<file path="config.mk">
export PLATFORM = sky130hd
export DESIGN_NAME = svm_sample_sequencer
export DESIGN_NICKNAME = d
export VERILOG_FILES = /design/src/rtl/svm_seq_pkg.sv /design/src/rtl/svm_sat_counter.sv /design/src/rtl/svm_sample_sequencer.sv
export SDC_FILE = /design/constraint.sdc
export NUM_CORES = 1
export LEC_CHECK = 0
export CELL_PAD_IN_SITES_DETAIL_PLACEMENT = 1
export CELL_PAD_IN_SITES_GLOBAL_PLACEMENT = 1
export CORE_UTILIZATION = 36
export CTS_CLUSTER_SIZE = 10
export DETAILED_ROUTE_END_ITERATION = 10
export GPL_ROUTABILITY_DRIVEN = 0
export PLACE_DENSITY = 0.89
export SYNTH_ARGS = -nofsm -noshare
export SYNTH_HDL_FRONTEND = slang
export SYNTH_SLANG_ARGS = --single-unit
</file>
<file path="constraint.sdc">
create_clock -name clk -period 9.3 [get_ports clk]
set_input_delay 1.86 -clock clk [delete_from_list [all_inputs] [get_ports clk]]
set_output_delay 1.86 -clock clk [all_outputs]
set_load 0.005 [all_outputs]
</file>
<file path="src/rtl/svm_seq_pkg.sv">
// -----------------------------------------------------------------------------
// svm_seq_pkg
//   Shared definitions for the SVM sample sequencer:
//     - state_t       : sequencer FSM states
//     - DEF_*         : default geometry of the SVM core interface
//     - sample_width(): packed sample width from feature count and feature width
// -----------------------------------------------------------------------------
package svm_seq_pkg;

  localparam int DEF_N_FEATURES  = 33;
  localparam int DEF_INPUT_WIDTH = 4;
  localparam int DEF_CLASS_BITS  = 3;

  typedef enum logic [2:0] {
    IDLE,
    LOAD,
    RUN,
    CAPTURE,
    RESULT
  } state_t;

  function automatic int sample_width(input int n_features, input int input_width);
    return n_features * input_width;
  endfunction

endpackage

</file>
<file path="src/rtl/svm_sat_counter.sv">
// -----------------------------------------------------------------------------
// svm_sat_counter
//   Saturating up-counter with synchronous clear.
//   Ports:
//     clk, rst : clock, asynchronous active-high reset
//     clr      : synchronous clear (wins over inc)
//     inc      : count one event; holds at all-ones
//     q        : current count
// -----------------------------------------------------------------------------
module svm_sat_counter #(
  parameter int WIDTH = 16
) (
  input  logic             clk,
  input  logic             rst,
  input  logic             clr,
  input  logic             inc,
  output logic [WIDTH-1:0] q
);

  // NOTE: state is updated with non-blocking assignments so every register
  // samples the pre-edge values, independent of block evaluation order.
  always_ff @(posedge clk or posedge rst) begin
    if (rst) begin
      q <= '0;
    end else if (clr) begin
      q <= '0;
    end else if (inc && (q != {WIDTH{1'b1}})) begin
      q <= q + 1'b1;
    end
  end

endmodule

</file>
<file path="src/rtl/svm_sample_sequencer.sv">
// -----------------------------------------------------------------------------
// svm_sample_sequencer
//   Synthesizable initiator for the sequential SVM core. Takes labelled
//   samples from a valid/ready stream, presents each one to the core after a
//   one-cycle core reset, waits for the core's ready rising edge (bounded by
//   TIMEOUT cycles), and emits a result record compared against the label.
//   Running total/correct counters support on-chip accuracy measurement.
//
//   Ports:
//     clk, rst             : clock, asynchronous active-high reset
//     s_valid/s_ready      : sample stream handshake
//     s_sample, s_label    : packed feature vector and its expected class
//     core_in, core_rst_n  : sample and active-low reset driven to the core
//     core_ready,core_class: core done flag and predicted class
//     r_valid/r_accept     : result handshake
//     r_class, r_label     : captured prediction and the sample's label
//     r_match, r_timeout   : prediction correct / core did not finish in time
//     clear_stats          : synchronous clear of the statistics counters
//     total_cnt,correct_cnt: saturating result counters
// -----------------------------------------------------------------------------
module svm_sample_sequencer
  import svm_seq_pkg::*;
#(
  parameter  int N_FEATURES  = DEF_N_FEATURES,
  parameter  int INPUT_WIDTH = DEF_INPUT_WIDTH,
  parameter  int CLASS_BITS  = DEF_CLASS_BITS,
  parameter  int CNT_WIDTH   = 16,
  parameter  int TIMEOUT     = 64,
  localparam int SW          = sample_width(N_FEATURES, INPUT_WIDTH)
) (
  input  logic                  clk,
  input  logic                  rst,
  input  logic                  s_valid,
  output logic                  s_ready,
  input  logic [SW-1:0]         s_sample,
  input  logic [CLASS_BITS-1:0] s_label,
  output logic [SW-1:0]         core_in,
  output logic                  core_rst_n,
  input  logic                  core_ready,
  input  logic [CLASS_BITS-1:0] core_class,
  output logic                  r_valid,
  input  logic                  r_accept,
  output logic [CLASS_BITS-1:0] r_class,
  output logic [CLASS_BITS-1:0] r_label,
  output logic                  r_match,
  output logic                  r_timeout,
  input  logic                  clear_stats,
  output logic [CNT_WIDTH-1:0]  total_cnt,
  output logic [CNT_WIDTH-1:0]  correct_cnt
);

  localparam int            TW      = $clog2(TIMEOUT);
  localparam logic [TW-1:0] TO_LAST = TW'(TIMEOUT - 1);

  state_t                  state;
  logic                    ready_q;
  logic [TW-1:0]           to_cnt;
  logic [CLASS_BITS-1:0]   label_q;
  logic                    rise;
  logic                    result_taken;

  // ready_q is cleared in LOAD, so a ready already high on the first RUN
  // cycle is seen as a rising edge.
  assign rise = core_ready & ~ready_q;

  // Stream ready drops immediately with rst, not one edge later.
  assign s_ready    = (state == IDLE) & ~rst;
  assign core_rst_n = (state == RUN) | (state == CAPTURE);
  assign r_valid    = (state == RESULT);
  assign r_label    = label_q;
  assign r_match    = (r_class == label_q) & ~r_timeout;

  assign result_taken = r_valid & r_accept;

  always_ff @(posedge clk or posedge rst) begin
    if (rst) begin
      state     <= IDLE;
      core_in   <= '0;
      label_q   <= '0;
      ready_q   <= 1'b0;
      to_cnt    <= '0;
      r_class   <= '0;
      r_timeout <= 1'b0;
    end else begin
      case (state)
        IDLE: begin
          // s_ready is simply "in IDLE" here, since rst is low on this path.
          if (s_valid) begin
            core_in <= s_sample;
            label_q <= s_label;
            state   <= LOAD;
          end
        end
        LOAD: begin
          to_cnt  <= '0;
          ready_q <= 1'b0;
          state   <= RUN;
        end
        RUN: begin
          ready_q <= core_ready;
          to_cnt  <= to_cnt + 1'b1;
          // A rise in the last allowed cycle still counts as completion.
          if (rise) begin
            state <= CAPTURE;
          end else if (to_cnt == TO_LAST) begin
            r_class   <= '0;
            r_timeout <= 1'b1;
            state     <= RESULT;
          end
        end
        CAPTURE: begin
          r_class   <= core_class;
          r_timeout <= 1'b0;
          state     <= RESULT;
        end
        RESULT: begin
          if (r_accept) begin
            state <= IDLE;
          end
        end
        default: state <= IDLE;
      endcase
    end
  end

  // clear_stats overrides a coincident handshake; that result is still
  // consumed by the FSM but not counted.
  svm_sat_counter #(.WIDTH(CNT_WIDTH)) u_total_cnt (
    .clk (clk),
    .rst (rst),
    .clr (clear_stats),
    .inc (result_taken),
    .q   (total_cnt)
  );

  svm_sat_counter #(.WIDTH(CNT_WIDTH)) u_correct_cnt (
    .clk (clk),
    .rst (rst),
    .clr (clear_stats),
    .inc (result_taken & r_match),
    .q   (correct_cnt)
  );

endmodule

</file>
Word level (Yosys, flattened, before mapping). Cells that the tools add are included.

$add $sub $neg: 3. Multipliers: 0. Div/mod/pow operators: 0. $lt $le $gt $ge: 0. Eq/ne operators: 13. Shift-type cells: 0. Mux-type cells: 17. Bitwise logic cells: 9. Reductions and logical operators: 10.

Operators by type and width (count): two-way mux 16 bit (4); adder 16 x 1 -> 16 bit, second input constant (2); != test 16 bit, second input constant (2); two-way mux 3 bit (6); case mux 3 bit (5 select lines) (1); case mux 6 bit (2 select lines) (1); nonzero test 2 bit (4); adder 6 x 1 -> 6 bit, second input constant (1); == test 3 x 2 -> 1 bit, second input constant (2); == test 6 bit, second input constant (1); case mux 3 bit (2 select lines) (1); AND reduction 3 bit (2); AND 1 bit (5); != test 2 x 1 -> 1 bit, second input constant (2); != test 2 bit, second input constant (2); case mux 1 bit (2 select lines) (2); == test 3 x 1 -> 1 bit, second input constant (1); == test 3 bit (1); == test 3 bit, second input constant (1); zero test 3 bit (1); != test 3 x 2 -> 1 bit, second input constant (1); inverter 1 bit (3); logical AND 1 bit (2); two-way mux 1 bit (2); 2 further kinds (2).

Bits in registers: 181. Latch bits: 0. Bits in writable memories: 0. Memory bits (read-only): 0. Output and inout port bits: 175. Logic and storage cells: 61. Memories kept: 0.

Logic depth before layout (Yosys ltp). Gate-level depths: netlist of the first run.

Depth after elaboration: 6. Gate-level depth with buffers: 8. Depth with buffers taken out: 6.

Cells and area by module. A second synthesis of the first run with hierarchy kept.

Cells, all modules: 574. Area, all modules: 7731.2 um^2.

Modules (own cells, without submodules): svm_sample_sequencer (instances 1, cells each 372, area an instance 5866.9 um^2); svm_sat_counter (instances 2, cells each 101, area an instance 932.1 um^2).

Least setup slack after synthesis of the first run. OpenSTA, ideal clock, no wires.

Path kind: input port to output port. Start point: input rst. End point: output s_ready. Data arrival time: 2.076 ns. Data required time: 7.440 ns. Path slack: 5.364 ns. Cell stages on the path: 1. Buffers on the path: 0. Cells stage by stage: nor4_1.

Word-level cells in the longest chain between the ends: 2.

Ends and longest elaborated chain: from (decl) (line svm_sample_sequencer.sv:32) `input logic rst,`; inverter 1 bit (line svm_sample_sequencer.sv:67) `assign s_ready = (state == IDLE) & ~rst;`; AND 1 bit (line svm_sample_sequencer.sv:67); to (decl) (line svm_sample_sequencer.sv:34) `output logic s_ready,`.

Every way passes these cells.

Final worst setup path of the first run. Ends and elaborated chain as after synthesis.

==> metrics.cfg, run 1 <==
[status]
status=finished clean

[clock_network]
ctsHoldBuffers=0
path_clk_slew_ns=0.08
clkLatencyLatePin_ns=0.42
cts_resized=0
clockBufferDepth=2
cts_inserted_buffers=17
cts_sinks=181
cts_tree=yes
post_cts_buffers=0
htreeDepth=4
cts_root_buf=clkbuf_16

[synth]
syn-cell-area_mm2=0.00750
ys_seq_area_share_pct=60.4
synth_area_leader_cell=dfrtp_1
synth-compound-area-share_pct=4.44
ys.flop_type=dfrtp_1
yosys_warnings=0
synth_top_area_share_pct=60.4
synth_seq_cells=181
synthTopCellsByCount=dfrtp_1 (181), mux2_2 (135), nor2_1 (36)
synthCells=557
synth_fa_ha_area_share_pct=0.500
synth.area.mux_share_pct=20.8
synth_cell_types=47
synthXorXnorAreaFrac_pct=2.80
synthArstFlopShare_pct=100
yosysMostFrequentCell=dfrtp_1
yosys-top-cells-area=dfrtp_1 (60%), mux2_2 (20%), xor2_1 (1.9%)
synth.avg_cell_area_um2=13.5
synth_top_family_by_area=multiplexers
synth_edf_count=0
synth_simple_gate_area_share_pct=8.86
syn-num-nets=704

[drt]
vias=5705
routedWlPerCell_um=20.4
drt-initial-drc-count=104
post-route-drc-count=0
wl_mm=23.6
dr.pass1.iters=4
avgViaCountPerCell=4.94
ant_nets=0

[worst_hold_path]
holdCritPathClass=reg2reg

[sta]
min_period_ns=4.97
setup_tns_ns=0
layout_setup_ws_ns=4.33
final-hold-violation-count=0
tightest_slew_ns=0.990
hold_slack_ns=0.510
period_share_pct=53.4
clock_skew_ns=0.00936
max-slew-margin-rel_pct=33.4
fmax_ghz=0.201
grt_setup_unrepaired=false
drv_slew=0
setup-violations-final=0

[cells_and_area]
final_nets=1017
regArea_mm2=0.00453
multi_input_area_mm2=0.00281
num-fill-cells=2050
drive_gt1_share_pct=20.6
post-route-util_pct=56.5
area_growth_pct=53.4
final_cells=1154
fin_area_mm2=0.0115

[power]
power_mw=3.48
leakagePower_nw=4.66
peakVddDrop_mv=0.154
power.density_mw_per_mm2=302

[floorplan]
dieArea_mm2=0.0214
die_y_um=146
ios=319
start_util_pct=36.8
die_w_um=146
core_mm2=0.0204
rows=52

[setup_path]
required_ns=7.44
end_kind=primary output
critPathLaunchType=primary input
path_class=in2out
path_max_fanout=2
r2r_setup_slack_ns=6.31
critPathArrivalTime_ns=3.11

[global_routing]
grt_pass1_wl_mm=37.0
grt_use_total_pct=22.8
grt_start_max_net_pins=106
grt_pass1_vias=6527
grt-ovfl-total=0
antenna_found_initial=1

[placed_design]
numPortBuffers=318
dpl_cell_area_mm2=0.0109
place_inst=1121
pre_cts_slack_ns=4.32
dp_hpwl_mm=17.6

[run]
maxCapViolCount=0

-- metal layers --
metal / vias up / wire, um / global-route usage (%)
li1: 2616 / - / -
met1: 2861 / 8570 / 23.9
met2: 201 / 12600 / 41.2
met3: 27 / 1890 / 8.84
met4: 0 / 465 / 8.23
met5: - / 0 / 0
-- cell usage in the layout (no fill, tap or decap), drive strengths merged, types with 8 or more instances in the layout --
| cell type | synthesis | final |
|---|---|---|
| mux2 | 136 | 136 |
| nand3 | 13 | 13 |
| nand2 | 18 | 18 |
| clkbuf | 12 | 18 |
| dfrtp | 181 | 181 |
| clkdlybuf4s50 | 0 | 318 |
| o21ai | 20 | 20 |
| xnor2 | 8 | 8 |
| xor2 | 16 | 16 |
| nor2 | 36 | 36 |
| nand4 | 12 | 12 |
| nor3 | 9 | 9 |
| inv | 7 | 14 |
| a21oi | 13 | 13 |
-- path summary, 6_finish.rpt --
check                                 start          end  cells past startpoint
min in group asynchronous               rst   r_class[1]                      2
worst min register to register  core_in[73]  core_in[73]                      1
worst min-delay path            core_in[73]  core_in[73]                      1
max in group asynchronous               rst  core_in[48]                      3
worst max register to register     state[0]  core_in[27]                      4
worst max-delay path                    rst      s_ready                      3
-- power by group --
part | internal, mW | switching, mW | total [mW]
sequential | 1.11 | 0.226 | 1.34
combinational | 0.937 | 0.491 | 1.43
clock | 0.364 | 0.345 | 0.709
-- state kept, by name (all words and copies together) (netlist names) --
signal / count
r_class: 3
state: 3
ready_q: 1
core_in: 132
u_total_cnt.q: 16
u_correct_cnt.q: 16
r_timeout: 1
to_cnt: 6
r_label: 3
-- cell type report --
| type | count | share of cell area, % |
|---|---|---|
| Clock buffer | 18 | 3.82 |
| Inverter | 7 | 0.272 |
| Timing Repair Buffer | 323 | 28.0 |
| Sequential cell | 181 | 39.3 |
| Clock inverter | 14 | 1.20 |
| Antenna cell | 1 | 0.0217 |
| Multi-Input combinational cell | 340 | 24.4 |
| Tap cell | 270 | 2.93 |
-- cell families (layout without fill, tap and decap cells) --
kind of cell,Yosys count,in the layout
adders and majority gates,3,3
DFF,181,181
other,0,1
xor gates and xnor gates,24,24
and+or+nand+nor,123,123
muxes,139,139
AOI/OAI and AO/OA,51,51
buffers and inverters,36,362
-- critical path, stage by stage --
cell,delay [ns]
clkdlybuf4s50_1,0.50
nor4_1,0.21
clkdlybuf4s50_1,0.55
(Power assumes the default switching activity.)
==> inputs of run 2 (changes only) <==
--- a/config.mk
+++ b/config.mk
@@ -7,11 +7,11 @@
 export LEC_CHECK = 0
 export CELL_PAD_IN_SITES_DETAIL_PLACEMENT = 1
 export CELL_PAD_IN_SITES_GLOBAL_PLACEMENT = 1
-export CORE_UTILIZATION = 36
+export CORE_UTILIZATION = 30
 export CTS_CLUSTER_SIZE = 10
 export DETAILED_ROUTE_END_ITERATION = 10
 export GPL_ROUTABILITY_DRIVEN = 0
-export PLACE_DENSITY = 0.89
+export PLACE_DENSITY = 0.79
 export SYNTH_ARGS = -nofsm -noshare
 export SYNTH_HDL_FRONTEND = slang
 export SYNTH_SLANG_ARGS = --single-unit
==> constraint.sdc (replaced) <==
create_clock -name clk -period 4.4 [get_ports clk]
set_input_delay 0.88 -clock clk [delete_from_list [all_inputs] [get_ports clk]]
set_output_delay 0.88 -clock clk [all_outputs]
set_load 0.005 [all_outputs]
==> metrics.cfg, run 2 (same netlist as run 1, synthesis figures left out) <==
[floorplan]
start_util_pct=30.8  ; was 36.8%
dieArea_mm2=0.0256  ; was 0.0214 mm^2
rows=57  ; was 52
core_mm2=0.0244  ; was 0.0204 mm^2
ios=319  ; unchanged
die_y_um=160  ; was 146 um
die_w_um=160  ; was 146 um

[status]
status=finished clean  ; unchanged

[clock_network]
post_cts_buffers=0  ; unchanged
htreeDepth=4  ; unchanged
cts_resized=0  ; unchanged
clkLatencyLatePin_ns=0.42  ; about the same
cts_root_buf=clkbuf_16  ; unchanged
path_clk_slew_ns=0.07  ; was 0.08 ns
cts_inserted_buffers=17  ; unchanged
clockBufferDepth=2  ; unchanged
cts_sinks=181  ; unchanged
cts_tree=yes  ; unchanged
ctsHoldBuffers=0  ; unchanged

[sta]
setup_tns_ns=0  ; unchanged
period_share_pct=72.0
min_period_ns=3.17
grt_setup_unrepaired=false  ; unchanged
drv_slew=0  ; unchanged
max-slew-margin-rel_pct=31.0  ; was 33.4%
fmax_ghz=0.316
final-hold-violation-count=0  ; unchanged
clock_skew_ns=0.0122  ; was 0.00936 ns
setup-violations-final=0  ; unchanged
tightest_slew_ns=1.03  ; was 0.990 ns
layout_setup_ws_ns=1.23  ; was 4.33 ns

[power]
leakagePower_nw=4.69  ; was 4.66 nW
power.density_mw_per_mm2=621  ; was 302 mW/mm^2
peakVddDrop_mv=0.332  ; was 0.154 mV

[worst_hold_path]
whs_path_depth=1  ; unchanged
hp-start=core_in[125]  ; was core_in[73]
min_to=core_in[125]  ; was core_in[73]
holdCritPathClass=reg2reg  ; unchanged

[drt]
routedWlPerCell_um=17.6  ; was 20.4 um
avgViaCountPerCell=4.64  ; was 4.94
drt-initial-drc-count=151  ; was 104
post-route-drc-count=0  ; unchanged
ant_nets=0  ; unchanged
wl_mm=21.4  ; was 23.6 mm
vias=5615  ; was 5705
dr.pass1.iters=4  ; unchanged

[placed_design]
numPortBuffers=318  ; unchanged
pre_cts_slack_ns=1.44  ; was 4.32 ns
dp_hpwl_mm=15.9  ; was 17.6 mm

[run]
maxCapViolCount=0  ; unchanged

[setup_path]
path_cells=xor2_1 > nor4_4 > clkdlybuf4s50_1  ; was clkdlybuf4s50_1 > nor4_1 > clkdlybuf4s50_1
slowest_stage=nor4_4  ; was clkdlybuf4s50_1
critPathLaunchType=flip-flop  ; was primary input
critPathArrivalTime_ns=2.29  ; was 3.11 ns
r2r_setup_slack_ns=2.06  ; was 6.31 ns
cp_slowest_stage_delay_ns=0.63  ; was 0.55 ns
r2r-end=core_in[16]  ; was core_in[27]
end_kind=primary output  ; unchanged
reg2reg_from=state[0]  ; unchanged
path_max_fanout=9  ; was 2
path_class=reg2out  ; was in2out
critPathTopFamily=simple AND/OR/NAND/NOR gates  ; was buffers and inverters
crit_buf_inv=1  ; was 2
required_ns=3.52  ; was 7.44 ns
rr_worst_depth=3  ; was 4

[global_routing]
grt-ovfl-total=0  ; unchanged
grt_start_max_net_pins=94  ; was 106
grt_use_total_pct=17.3  ; was 22.8%
antenna_found_initial=1  ; unchanged
grt_pass1_vias=6265  ; was 6527
grt_pass1_wl_mm=34.7  ; was 37.0 mm

[cells_and_area]
largest_reg_flops=132  ; unchanged
reg_top3=core_in x132, u_correct_cnt.q x16, u_total_cnt.q x16  ; unchanged
final_cell_mix=clkdlybuf4s50_1 (318), dfrtp_1 (181), mux2_2 (135)  ; unchanged
antenna_cells=0  ; was 1
num-fill-cells=2598  ; was 2050
regMostFlops=core_in  ; unchanged
drive_gt1_share_pct=20.9  ; was 20.6%
area_growth_pct=55.2  ; was 53.4%
layout_commonest_cell=clkdlybuf4s50_1  ; unchanged
final_nets=1021  ; was 1017

run 2: worst max-delay path by stage:
stage                    start    endpoint  slack [ns]  cells past startpoint
floorplan                  rst  core_in[0]        1.20                      1
global placement           rst     s_ready        1.43                      3
detailed placement         rst     s_ready        1.44                      3
CTS                 r_label[2]     r_match        1.20                      3
global route        r_label[2]     r_match        1.13                      3
finish              r_label[2]     r_match        1.23                      3
run 2: per-stage QoR:
step / util [%] / cells / hold slack (ns) / area [um^2] / total power, mW
after global routing: 47.7 / 1211 / 0.522 / 11600 / 7.68
after detailed placement: 45.4 / 1179 / 0.495 / 11100 / 5.83
after floorplan: - / 557 / 0.471 / 7510 / 3.99
after CTS: 47.7 / 1211 / 0.512 / 11600 / 7.36
after global placement: 45.4 / 1179 / 0.489 / 11100 / 5.73
final: 47.7 / 1211 / 0.506 / 11600 / 7.23
run 2: power breakdown:
group	switching, mW	internal, mW
logic	0.975	1.99
registers	0.426	2.35
clock network	0.723	0.755
total	2.12	5.10
run 2: area by class of cell:
class | instances | area, um^2 | share of cell area (%)
clock buffers | 18 | 429 | 3.69
well taps | 324 | 405 | 3.48
repair buffers | 327 | 3300 | 28.3
flip-flops and latches | 181 | 4530 | 38.9
inverters | 7 | 30.0 | 0.258
multi-input cells | 340 | 2810 | 24.2
clock inverters | 14 | 138 | 1.18
run 2: layer usage:
| metal | global-route usage (%) | vias up | share of wire, % |
|---|---|---|---|
| met5 | 0 | - | 0 |
| met4 | 4.81 | 0 | 1.3 |
| met3 | 7.56 | 17 | 9.5 |
| met2 | 29.6 | 182 | 50 |
| met1 | 19.4 | 2794 | 40 |
| li1 | - | 2622 | - |
